<file path="config.mk">
export PLATFORM = sky130hd
export DESIGN_NAME = touch_event_filter_flat
export DESIGN_NICKNAME = d
export VERILOG_FILES = /design/src/rtl/touch_pkg.sv /design/src/rtl/touch_event_filter_if.sv /design/src/rtl/touch_event_fifo.sv /design/src/rtl/touch_event_filter.sv /design/src/flat_wrapper.sv
export SDC_FILE = /design/constraint.sdc
export NUM_CORES = 1
export LEC_CHECK = 0
export ABC_CLOCK_PERIOD_IN_PS = 3200
export BUFFER_PORTS_ARGS = -buffer_cell sky130_fd_sc_hd__buf_2
export CORE_MARGIN = 5
export CORE_UTILIZATION = 57
export CTS_BUF_LIST = sky130_fd_sc_hd__clkbuf_2
export CTS_CLUSTER_DIAMETER = 120
export DETAILED_ROUTE_END_ITERATION = 10
export GPL_ROUTABILITY_DRIVEN = 1
export PLACE_DENSITY_LB_ADDON = 0.25
export SYNTH_ARGS = -nofsm -noshare
export SYNTH_HDL_FRONTEND = slang
export SYNTH_SLANG_ARGS = --single-unit
</file>
<file path="constraint.sdc">
create_clock -name clk -period 3.2 [get_ports clk]
set_input_delay 0 -clock clk [delete_from_list [all_inputs] [get_ports clk]]
set_output_delay 0 -clock clk [all_outputs]
set_load 0.05 [all_outputs]
</file>
<file path="src/rtl/touch_pkg.sv">
// touch_pkg: shared types for the touch event filter.
//   evt_t        - event kind carried through the event FIFO
//   touch_evt_s  - one FIFO entry: event kind plus X/Y position
//   fsm_state_t  - filter FSM state, also exported on the debug port
//   abs_diff     - unsigned distance between two 12-bit coordinates
package touch_pkg;

   typedef enum logic [1:0] {
      EVT_NONE    = 2'd0,
      EVT_PRESS   = 2'd1,
      EVT_MOVE    = 2'd2,
      EVT_RELEASE = 2'd3
   } evt_t;

   typedef struct packed {
      evt_t        etype;
      logic [11:0] x;
      logic [11:0] y;
   } touch_evt_s;

   typedef enum logic [1:0] {
      ST_IDLE = 2'd0,
      ST_PEND = 2'd1,
      ST_DOWN = 2'd2,
      ST_REL  = 2'd3
   } fsm_state_t;

   function automatic logic [11:0] abs_diff(input logic [11:0] a, input logic [11:0] b);
      return (a >= b) ? (a - b) : (b - a);
   endfunction

endpackage

</file>
<file path="src/rtl/touch_event_filter_if.sv">
// touch_event_filter_if: event stream from the filter to the processor.
//   evt_valid  head of the event FIFO holds an event (also a level IRQ)
//   evt_ready  consumer takes the head when evt_valid & evt_ready
//   evt_type   kind of the head event
//   evt_x/y    position of the head event
// Handshake: a transfer happens on every rising clk edge where evt_valid and
// evt_ready are both 1; while evt_valid=1 and evt_ready=0 the payload holds
// steady; evt_ready is ignored while evt_valid=0.
// Modports: master = event source (filter), slave = consumer.
interface touch_event_filter_if;
   import touch_pkg::*;

   logic        evt_valid;
   logic        evt_ready;
   evt_t        evt_type;
   logic [11:0] evt_x;
   logic [11:0] evt_y;

   modport master (output evt_valid, output evt_type, output evt_x, output evt_y,
                   input  evt_ready);
   modport slave  (input  evt_valid, input  evt_type, input  evt_x, input  evt_y,
                   output evt_ready);
endinterface

</file>
<file path="src/rtl/touch_event_fifo.sv">
// touch_event_fifo: first-word-fall-through FIFO of touch_evt_s entries.
//   clk, rst    clock, asynchronous active-high reset (empties the FIFO)
//   push        write push_data this clk (dropped if full and not popping)
//   push_data   entry to write
//   full        all DEPTH entries occupied
//   pop         consumer accepts head (ignored while empty)
//   valid       head holds an entry
//   head        current head entry, all-zero while empty
//   dropped     1 during a clk where a push is lost because the FIFO is full
// Pointers carry one extra MSB so full and empty are distinguishable.
module touch_event_fifo
   import touch_pkg::*;
#(
   parameter int DEPTH = 8
) (
   input  logic       clk,
   input  logic       rst,
   input  logic       push,
   input  touch_evt_s push_data,
   output logic       full,
   input  logic       pop,
   output logic       valid,
   output touch_evt_s head,
   output logic       dropped
);

   localparam int AW = $clog2(DEPTH);

   touch_evt_s    mem [DEPTH];
   logic [AW:0]   wptr;
   logic [AW:0]   rptr;
   logic          pop_fire;
   logic          push_fire;

   assign valid     = (wptr != rptr);
   assign full      = (wptr[AW] != rptr[AW]) && (wptr[AW-1:0] == rptr[AW-1:0]);
   assign pop_fire  = pop && valid;
   // A pop in the same clk frees the slot, so a push into a full FIFO still lands.
   assign push_fire = push && (!full || pop_fire);
   assign dropped   = push && full && !pop_fire;
   assign head      = valid ? mem[rptr[AW-1:0]] : '0;

   always_ff @(posedge clk or posedge rst) begin
      if (rst) begin
         wptr <= '0;
         rptr <= '0;
      end else begin
         if (push_fire) wptr <= wptr + 1'b1;
         if (pop_fire)  rptr <= rptr + 1'b1;
      end
   end

   // Storage needs no reset: head is masked to zero while empty.
   always_ff @(posedge clk) begin
      if (push_fire) mem[wptr[AW-1:0]] <= push_data;
   end

endmodule

</file>
<file path="src/rtl/touch_event_filter.sv">
// touch_event_filter: debounces/averages digitizer samples into PRESS,
// RELEASE and (optionally) MOVE events, buffered in a FIFO for the processor.
//   clk, rst      processor clock, asynchronous active-high reset
//   sample_stb    1-clk pulse: touching/x_coord/y_coord valid
//   touching      raw pen-down flag
//   x_coord/y     raw 12-bit sample
//   evt           event stream (touch_event_filter_if.master)
//   down          filtered pen-down state
//   cur_x/cur_y   last averaged position
//   overflow      sticky: an event was dropped because the FIFO was full
//   ovf_clr       1-clk pulse clearing overflow (a same-clk drop wins)
//   state         FSM state, for debug visibility
// Optional feature: define TOUCH_FILTER_MOVE_EN to emit MOVE events when the
// averaged position moves by at least MOVE_THRESH on either axis from the
// last emitted PRESS/MOVE position.
// Assumes AVG_LOG2 >= 1 and RELEASE_CNT >= 2.
module touch_event_filter
   import touch_pkg::*;
#(
   parameter int AVG_LOG2    = 2,
   parameter int RELEASE_CNT = 3,
   parameter int FIFO_DEPTH  = 8,
   parameter int MOVE_THRESH = 8
) (
   input  logic                 clk,
   input  logic                 rst,
   input  logic                 sample_stb,
   input  logic                 touching,
   input  logic [11:0]          x_coord,
   input  logic [11:0]          y_coord,
   touch_event_filter_if.master evt,
   output logic                 down,
   output logic [11:0]          cur_x,
   output logic [11:0]          cur_y,
   output logic                 overflow,
   input  logic                 ovf_clr,
   output fsm_state_t           state
);

`ifdef TOUCH_FILTER_MOVE_EN
   localparam bit MOVE_EN = 1'b1;
`else
   localparam bit MOVE_EN = 1'b0;
`endif

   localparam int SW = 12 + AVG_LOG2;
   localparam int RW = $clog2(RELEASE_CNT + 1);

   logic [SW-1:0]       sum_x, sum_y;
   logic [SW-1:0]       sum_nx, sum_ny;
   logic [SW-1:0]       smp_x, smp_y;
   logic [11:0]         avg_x, avg_y;
   logic [AVG_LOG2-1:0] win_cnt;
   logic                win_full;
   logic [RW-1:0]       rel_cnt;
   logic [11:0]         ref_x, ref_y;
   logic                move_hit;
   logic                push_req;
   touch_evt_s          push_data;
   touch_evt_s          head;
   logic                fifo_full;
   logic                fifo_valid;
   logic                fifo_dropped;

   assign smp_x    = {{AVG_LOG2{1'b0}}, x_coord};
   assign smp_y    = {{AVG_LOG2{1'b0}}, y_coord};
   assign sum_nx   = sum_x + smp_x;
   assign sum_ny   = sum_y + smp_y;
   // Window average including the current sample; truncating shift.
   assign avg_x    = sum_nx[SW-1:AVG_LOG2];
   assign avg_y    = sum_ny[SW-1:AVG_LOG2];
   // win_cnt holds samples already summed; all-ones means this one completes it.
   assign win_full = &win_cnt;
   assign move_hit = (abs_diff(avg_x, ref_x) >= 12'(MOVE_THRESH)) ||
                     (abs_diff(avg_y, ref_y) >= 12'(MOVE_THRESH));

   always_ff @(posedge clk or posedge rst) begin
      if (rst) begin
         state     <= ST_IDLE;
         sum_x     <= '0;
         sum_y     <= '0;
         win_cnt   <= '0;
         rel_cnt   <= '0;
         cur_x     <= '0;
         cur_y     <= '0;
         ref_x     <= '0;
         ref_y     <= '0;
         down      <= 1'b0;
         push_req  <= 1'b0;
         push_data <= '0;
         overflow  <= 1'b0;
      end else begin
         push_req <= 1'b0;

         if (fifo_dropped)  overflow <= 1'b1;
         else if (ovf_clr)  overflow <= 1'b0;

         if (sample_stb) begin
            case (state)
               ST_IDLE: begin
                  if (touching) begin
                     sum_x   <= smp_x;
                     sum_y   <= smp_y;
                     win_cnt <= AVG_LOG2'(1);
                     state   <= ST_PEND;
                  end
               end

               ST_PEND: begin
                  if (touching) begin
                     if (win_full) begin
                        cur_x     <= avg_x;
                        cur_y     <= avg_y;
                        ref_x     <= avg_x;
                        ref_y     <= avg_y;
                        push_req  <= 1'b1;
                        push_data <= '{etype: EVT_PRESS, x: avg_x, y: avg_y};
                        down      <= 1'b1;
                        sum_x     <= '0;
                        sum_y     <= '0;
                        win_cnt   <= '0;
                        state     <= ST_DOWN;
                     end else begin
                        sum_x   <= sum_nx;
                        sum_y   <= sum_ny;
                        win_cnt <= win_cnt + 1'b1;
                     end
                  end else begin
                     sum_x   <= '0;
                     sum_y   <= '0;
                     win_cnt <= '0;
                     state   <= ST_IDLE;
                  end
               end

               ST_DOWN: begin
                  if (touching) begin
                     if (win_full) begin
                        cur_x   <= avg_x;
                        cur_y   <= avg_y;
                        sum_x   <= '0;
                        sum_y   <= '0;
                        win_cnt <= '0;
                        if (MOVE_EN && move_hit) begin
                           ref_x     <= avg_x;
                           ref_y     <= avg_y;
                           push_req  <= 1'b1;
                           push_data <= '{etype: EVT_MOVE, x: avg_x, y: avg_y};
                        end
                     end else begin
                        sum_x   <= sum_nx;
                        sum_y   <= sum_ny;
                        win_cnt <= win_cnt + 1'b1;
                     end
                  end else begin
                     sum_x   <= '0;
                     sum_y   <= '0;
                     win_cnt <= '0;
                     rel_cnt <= RW'(1);
                     state   <= ST_REL;
                  end
               end

               ST_REL: begin
                  if (!touching) begin
                     if (rel_cnt == RW'(RELEASE_CNT - 1)) begin
                        push_req  <= 1'b1;
                        push_data <= '{etype: EVT_RELEASE, x: cur_x, y: cur_y};
                        down      <= 1'b0;
                        rel_cnt   <= '0;
                        state     <= ST_IDLE;
                     end else begin
                        rel_cnt <= rel_cnt + 1'b1;
                     end
                  end else begin
                     // Pen came back: resume tracking, this sample opens a new window.
                     rel_cnt <= '0;
                     sum_x   <= smp_x;
                     sum_y   <= smp_y;
                     win_cnt <= AVG_LOG2'(1);
                     state   <= ST_DOWN;
                  end
               end

               default: state <= ST_IDLE;
            endcase
         end
      end
   end

   touch_event_fifo #(.DEPTH(FIFO_DEPTH)) u_fifo (
      .clk       (clk),
      .rst       (rst),
      .push      (push_req),
      .push_data (push_data),
      .full      (fifo_full),
      .pop       (evt.evt_ready),
      .valid     (fifo_valid),
      .head      (head),
      .dropped   (fifo_dropped)
   );

   assign evt.evt_valid = fifo_valid;
   assign evt.evt_type  = head.etype;
   assign evt.evt_x     = head.x;
   assign evt.evt_y     = head.y;

endmodule
</file>
<file path="src/flat_wrapper.sv">
// flat-port wrapper written by rule: the top's interface ports become plain ports
module touch_event_filter_flat import touch_pkg::*;
#(
   parameter int AVG_LOG2    = 2,
   parameter int RELEASE_CNT = 3,
   parameter int FIFO_DEPTH  = 8,
   parameter int MOVE_THRESH = 8
)
  (clk, rst, sample_stb, touching, x_coord, y_coord, down, cur_x, cur_y, overflow, ovf_clr, state, evt_evt_valid, evt_evt_type, evt_evt_x, evt_evt_y, evt_evt_ready);
  touch_event_filter_if evt_i ();
  input  logic clk;
  input  logic rst;
  input  logic sample_stb;
  input  logic touching;
  input  logic [11:0] x_coord;
  input  logic [11:0] y_coord;
  output logic down;
  output logic [11:0] cur_x;
  output logic [11:0] cur_y;
  output logic overflow;
  input  logic ovf_clr;
  output fsm_state_t state;
  output wire logic [$bits(evt_i.evt_valid)-1:0] evt_evt_valid;
  output wire logic [$bits(evt_i.evt_type)-1:0] evt_evt_type;
  output wire logic [$bits(evt_i.evt_x)-1:0] evt_evt_x;
  output wire logic [$bits(evt_i.evt_y)-1:0] evt_evt_y;
  input wire logic [$bits(evt_i.evt_ready)-1:0] evt_evt_ready;
  assign evt_evt_valid = evt_i.evt_valid;
  assign evt_evt_type = evt_i.evt_type;
  assign evt_evt_x = evt_i.evt_x;
  assign evt_evt_y = evt_i.evt_y;
  assign evt_i.evt_ready = evt_evt_ready;
  touch_event_filter #(.AVG_LOG2(AVG_LOG2), .RELEASE_CNT(RELEASE_CNT), .FIFO_DEPTH(FIFO_DEPTH), .MOVE_THRESH(MOVE_THRESH)) u_core (.clk(clk), .rst(rst), .sample_stb(sample_stb), .touching(touching), .x_coord(x_coord), .y_coord(y_coord), .evt(evt_i), .down(down), .cur_x(cur_x), .cur_y(cur_y), .overflow(overflow), .ovf_clr(ovf_clr), .state(state));
endmodule
</file>
==> After elaboration in Yosys (flattened, before gate mapping) <==
Memory sizes are Yosys's and may differ from the RTL's.
Cells that the tools add are included.
{ "classes": {"n_addsub": 6, "multipliers": 0, "n_div": 0, "order_cmp": 0, "eq_ne": 16, "shifts": 0, "n_mux": 43, "bitwise_logic": 0, "reduce_logical": 20} }
{ "op_table": {"columns": ["cell", "n"], "rows": [
  ["two-way mux 26 bit", 5],
  ["two-way mux 14 bit", 6],
  ["one-hot mux 14 bit (2 select lines)", 2],
  ["one-hot mux 26 bit (2 select lines)", 1],
  ["adder 14 x 12 -> 14 bit", 2],
  ["two-way mux 2 bit", 11],
  ["two-way mux 1 bit", 13],
  ["AND reduction 5 bit", 2],
  ["adder 4 x 1 -> 4 bit, second input constant", 2],
  ["inequality test 2 bit, second input constant", 4],
  ["one-hot mux 2 bit (2 select lines)", 2],
  ["one-hot mux 2 bit (4 select lines)", 1],
  ["== test 2 bit, second input constant", 3],
  ["inequality test 2 x 1 -> 1 bit, second input constant", 3],
  ["inequality test 3 x 2 -> 1 bit, second input constant", 2],
  ["AND reduction 6 bit", 1],
  ["nonzero test 2 bit", 3],
  ["logical AND 1 bit", 5],
  ["adder 2 x 1 -> 2 bit, second input constant", 2],
  ["inequality test 4 bit", 1],
  ["one-hot mux 1 bit (2 select lines)", 2],
  ["AND reduction 2 bit", 2],
  ["OR reduction 2 bit", 2],
  ["== test 3 bit", 1],
  ["6 further kinds", 7]
]} }
{ "totals": {"regBits": 95, "latchBits": 0, "mem_bits_rw": 208, "mem_bits_ro": 0, "in_bits": 30, "output_inout_bits": 55, "elab_cells": 101, "mem_count": 1} }
{ "memory_table": {"columns": ["name", "words", "width", "rd", "rd_clocked_by_memory_dff", "wr", "line_no", "text"], "rows": [
  ["u_core.u_fifo.mem", 8, 26, 1, 0, 1, "touch_event_fifo.sv:29", "touch_evt_s mem [DEPTH];"]
]} }

==> Depth between registers and ports, before layout <==
{ "depth": {"word_depth": 7, "depth_mapped": 9, "ltp_nobuf": 9} }

==> Hierarchy <==
From an unflattened synthesis, not the netlist that was laid out.
{ "hier_totals": {"hier_cells": 932, "hier_area_um2": 13476.7} }
{ "modules_own_cells": {"columns": ["mod", "instances", "cells_per_inst", "area_each_um2", "seq_area_each_um2"], "rows": [
  ["touch_event_fifo", 1, 386, 8468.1, 6446.2],
  ["touch_event_filter", 1, 546, 5008.6, 2177.1]
]} }

==> Worst setup path before layout <==
Ideal clock, no wire load.
{ "synth_timing": {"path_kind": "register to register", "from": "reg u_core.u_fifo.rptr[0]", "to": "mem u_core.u_fifo.mem[0][0] (netlist bit), enable pin", "setup_time_ps": 442, "arrival_time_ps": 2995, "required_ps": 2758, "setup_slack_ps": -237, "stages_incl_launch_ff": 9, "n_path_buf": 2, "synth_period_minus_slack_ps": 3437, "cell_sequence": "dfrtp_1 > buf_4 > xnor2_1 > nand3_1 > or3_1 > and2_1 > buf_6 > nand2b_1 > nor3_1"} }
{ "synth_between": {"elab_chain_len": 7, "elab_cells_between_ends": 9, "classes_between": "eq/ne: 2; mux: 2; reduce/logical: 5"} }
{ "synth_rtl": {"columns": ["item", "line_no", "text"], "rows": [
  ["start: declaration", "touch_event_fifo.sv:31", "logic [AW:0] rptr;"],
  ["start signal: assignment", "touch_event_fifo.sv:49", "if (pop_fire) rptr <= rptr + 1'b1;"],
  ["== test 3 bit", "touch_event_fifo.sv:36", "assign full = (wptr[AW] != rptr[AW]) && (wptr[AW-1:0] == rptr[AW-1:0]);"],
  ["logical AND 1 bit", "touch_event_fifo.sv:36", null],
  ["logical NOT 1 bit", "touch_event_fifo.sv:39", "assign push_fire = push && (!full || pop_fire);"],
  ["logical OR 1 bit *", "touch_event_fifo.sv:39", null],
  ["logical AND 1 bit *", "touch_event_fifo.sv:39", null],
  ["two-way mux 1 bit *", "touch_event_fifo.sv:55", "if (push_fire) mem[wptr[AW-1:0]] <= push_data;"],
  ["two-way mux 1 bit (implied by the code) *", "touch_event_fifo.sv:55", null],
  ["end: declaration", "touch_event_fifo.sv:29", null]
]} }
Every way passes the cells marked *; elsewhere a longest branch is shown, timed or not.

==> Final worst setup path <==
{ "layout_timing": {"from": "reg u_core.sum_y[0]", "to": "reg u_core.sum_y[4]"} }
{ "layout_between": {"elab_chain_len": 4} }
{ "layout_rtl": {"columns": ["item", "line_no", "text"], "rows": [
  ["start: declaration", "touch_event_filter.sv:49", "logic [SW-1:0] sum_x, sum_y;"],
  ["start signal: assignment", "touch_event_filter.sv:103", "sum_y <= smp_y;"],
  ["start signal: assignment", "touch_event_filter.sv:125", "sum_y <= sum_ny;"],
  ["start signal: assignment", "touch_event_filter.sv:152", "sum_y <= sum_ny;"],
  ["adder 14 x 12 -> 14 bit", "touch_event_filter.sv:68", "assign sum_ny = sum_y + smp_y;"],
  ["two-way mux 14 bit", "touch_event_filter.sv:111, touch_event_filter.sv:138", null],
  ["two-way mux 14 bit", "touch_event_filter.sv:137", "if (touching) begin"],
  ["one-hot mux 14 bit (2 select lines)", "touch_event_filter.sv:99", "case (state)"]
]} }
No other way between the ends.
A chain may end at the register's enable or synchronous reset.

==> results.yml <==
power:
  power.internal_mw: 8.696
  max-vdd-ir-drop_mv: 0.6054
  p_leak_nw: 6.272
  switching_share: 0.4343
  power_density_mw_per_mm2: 982.0
  pwr-share-comb: 0.461
  seq_power_share: 0.371
  clkPwrFrac: 0.168
  netSwitchingPower_mw: 6.676
setup_path:
  r2r-start: "u_core.sum_y[0]"
  path_buf_inv: 2
  end_kind: "register"
  cpLargestDelayFamily: "buffers and inverters"
  crit_top_cell: "dlygate4sd3_1"
  rrSetupSlack_ps: 150
  reg2reg_depth: 10
  crit_arrival_ps: 3760
  worstSetupPathType: "reg2reg"
  r2r_end: "u_core.sum_y[4]"
  worstPathRequired_ps: 3910
  crit_chain: "ha_1 -> fa_1 -> a21oi_2 -> nor2b_1 -> nor2_1 -> xor2_1 -> a2bb2oi_1 -> dlygate4sd3_1 -> o21ai_0 -> dlygate4sd3_1"
  critPathMaxFanout: 2
  crit_slowest_cell: "dlygate4sd3_1"
  cp_slowest_stage_delay_ps: 570
  start_kind: "register"
route:
  wl_met1_um: 12810
  top_layer: "met5"
  viasPerCell: 5.656
  drc: 0
  drt_wl_total_um: 30200
  drt_first_pass_iters: 5
  met3_length_um: 1914
  ant_nets: 0
  drt-initial-drc-count: 633
  post_drt_wl_per_cell_um: 19.92
  num_vias: 8574
  wl_met2_um: 14980
timing:
  skew_ps: 76.17
  tightest_slew_ps: 1117
  fin_hold_ws_ps: 53.10
  setup_viol: 0
  slew_viol_final: 0
  setup_slack_ps: 154.3
  relSlewSlack: 0.2524
  fmax_mhz: 328.3
  timing.final.hold_violations: 0
  fin_setup_tns_ps: 0
  fin_crit_sh: 0.9518
  min_period_ps: 3046
cts:
  cts_buffers: 77
  clk_pin_slew_ps: 110
  clock-root-buffer: "clkbuf_2"
  clk-insertion-delay-late_ps: 870
  tritoncts: "yes"
  cts.sinks: 303
  cts_buffer_depth: 3
  h-tree-depth: 3
layout:
  area_delta_synth_final_pct: 16.74
  final_layout_size_suffix_gt1_frac: 0.2634
  fillers: 1680
  multiInputGateArea_mm2: 0.004519
  nNetsFinal: 1199
  ff_latch_area_mm2: 0.008630
floorplanning:
  core_mm2: 0.02333
  start_util: 0.5747
  rows: 56
  die_h_um: 163.4
  die_w_um: 163.4
  ioPinCount: 85
  die-area_mm2: 0.02669
place:
  post-place-ws_ps: 552.4
  dp.final_hpwl_um: 18990
  gp_congestion: 0.7998
  port_buffers: 84
logic_synthesis:
  yosysSeqAreaShare: 0.6431
  synth_top_area_share: 0.4658
  synthTopCellsByArea: "edfxtp_1, dfrtp_1, mux4_2"
  synth_common_cells: "edfxtp_1, dfrtp_1, nor2_1"
  yosysWarnings: 0
  synth_flop_cell: "edfxtp_1"
  synth-seq-cells: 303
  syn_area_mm2: 0.01341
  syn_area_per_cell_um2: 14.47
  syn_inst: 927
  synth.largest_area_cell: "edfxtp_1"
  synth_fp_nets: 990
  synth_enable_flop_cells: 208
  synthDistinctLibCells: 68
  synth.most_common_cell: "edfxtp_1"
  ys_async_sr_fraction: 0.3135
global_route:
  gr-total-overflow: 0
  grt_first_pass_wirelength_um: 48200
  grt_usage: 0.2344
  grt_max_degree: 63
  antenna_found_initial: 2
  grt_pass1_vias: 8774
hold_path:
  hold_depth: 5
  hp-class: "in2reg"
  hold-path-endpoint: "u_core.sum_x[6]"
  min-delay-start: "x_coord[6]"
status:
  status: "finished, final reports clean"
run:
  maxCapViolations: 0
==> final cells by class <==
cell class	count	area share
diodes	1	0.0001599
clock inverters	28	0.009991
inverters	21	0.005195
flip-flops and latches	303	0.5513
clock buffers	111	0.03549
multi-input cells	558	0.2887
repair buffers	175	0.08369
well taps	319	0.02550
==> worst register-to-register path, stage by stage (launching register included) <==
cell and delay, ps:
dfrtp_1 410, ha_1 220, fa_1 430, a21oi_2 170, nor2b_1 60, nor2_1 110
xor2_1 200, a2bb2oi_1 160, dlygate4sd3_1 540, o21ai_0 80, dlygate4sd3_1 570
==> worst max path at each step <==
stage                                      from  cells past startpoint  slack, ps                       to
after floorplan           u_core.u_fifo.rptr[0]                      8        460  u_core.u_fifo.mem[2][0]
after global placement    u_core.u_fifo.rptr[0]                      6        590             evt_evt_y[1]
after detailed placement  u_core.u_fifo.rptr[0]                      6        550             evt_evt_y[1]
after CTS                 u_core.u_fifo.rptr[0]                      6         80             evt_evt_y[1]
after global routing            u_core.sum_y[0]                     10        -10          u_core.sum_y[4]
final                           u_core.sum_y[0]                     10        150          u_core.sum_y[4]
==> sequential cells by signal, indices dropped and copies added (netlist names), 2 cells and up, named ones only <==
signal	cells
u_core.sum_y	14
u_core.rel_cnt	2
u_core.u_fifo.rptr	4
u_core.u_fifo.wptr	4
u_core.u_fifo.mem	208
u_core.sum_x	14
u_core.win_cnt	2
u_core.cur_y	12
u_core.push_data	26
u_core.cur_x	12
==> logic make-up after synthesis <==
group / synth area share
flops: 0.6431
simple gates: 0.06933
compound gates: 0.09928
mux: 0.1142
buf+inv: 0.02389
fa+ha+maj: 0.03191
xor+xnor: 0.01829
==> power by group through the flow <==
stage | clock network (mW) | logic, mW | registers, mW
final | 2.58 | 7.08 | 5.71
after global placement | 0 | 6.62 | 5.74
after global routing | 2.90 | 7.66 | 5.79
after CTS | 2.65 | 6.99 | 5.70
after detailed placement | 0 | 6.70 | 5.78
after floorplan | 0 | 4.75 | 6.02
==> metrics by stage <==
step                      cells    util  power (mW)  instance area, µm²
after floorplan             927       -       10.77               13420
after global routing       1516  0.6709       16.36               15650
after global placement     1313  0.6110       12.36               14260
after detailed placement   1313  0.6110       12.49               14260
after CTS                  1513  0.6684       15.33               15600
final                      1516  0.6709       15.37               15650
==> placed cells by master (no fill, tap or decap), types with 38 or more instances in the layout <==
master / n
edfxtp_1: 208
a21oi_1: 38
dfrtp_1: 92
dlygate4sd3_1: 61
clkbuf_2: 111
nor2_1: 70
buf_2: 84
nand2_1: 66
o21ai_0: 68
mux4_2: 52
==> timing repair <==
item	in CTS	in global routing
hold buffers	61	0
hold endpoints to repair	185	0
setup endpoints to repair	18	9
resized for setup	4	4
setup buffers	0	1
cloned	0	1
pin swaps	0	0
==> metal layers <==
metal / vias up / GRT usage
met2: 266 / 0.3838
met5: - / 0
met3: 44 / 0.05198
met4: 2 / 0.06252
met1: 4243 / 0.3233
li1: 4019 / -
Note: power is estimated with default switching activity, not from simulation.
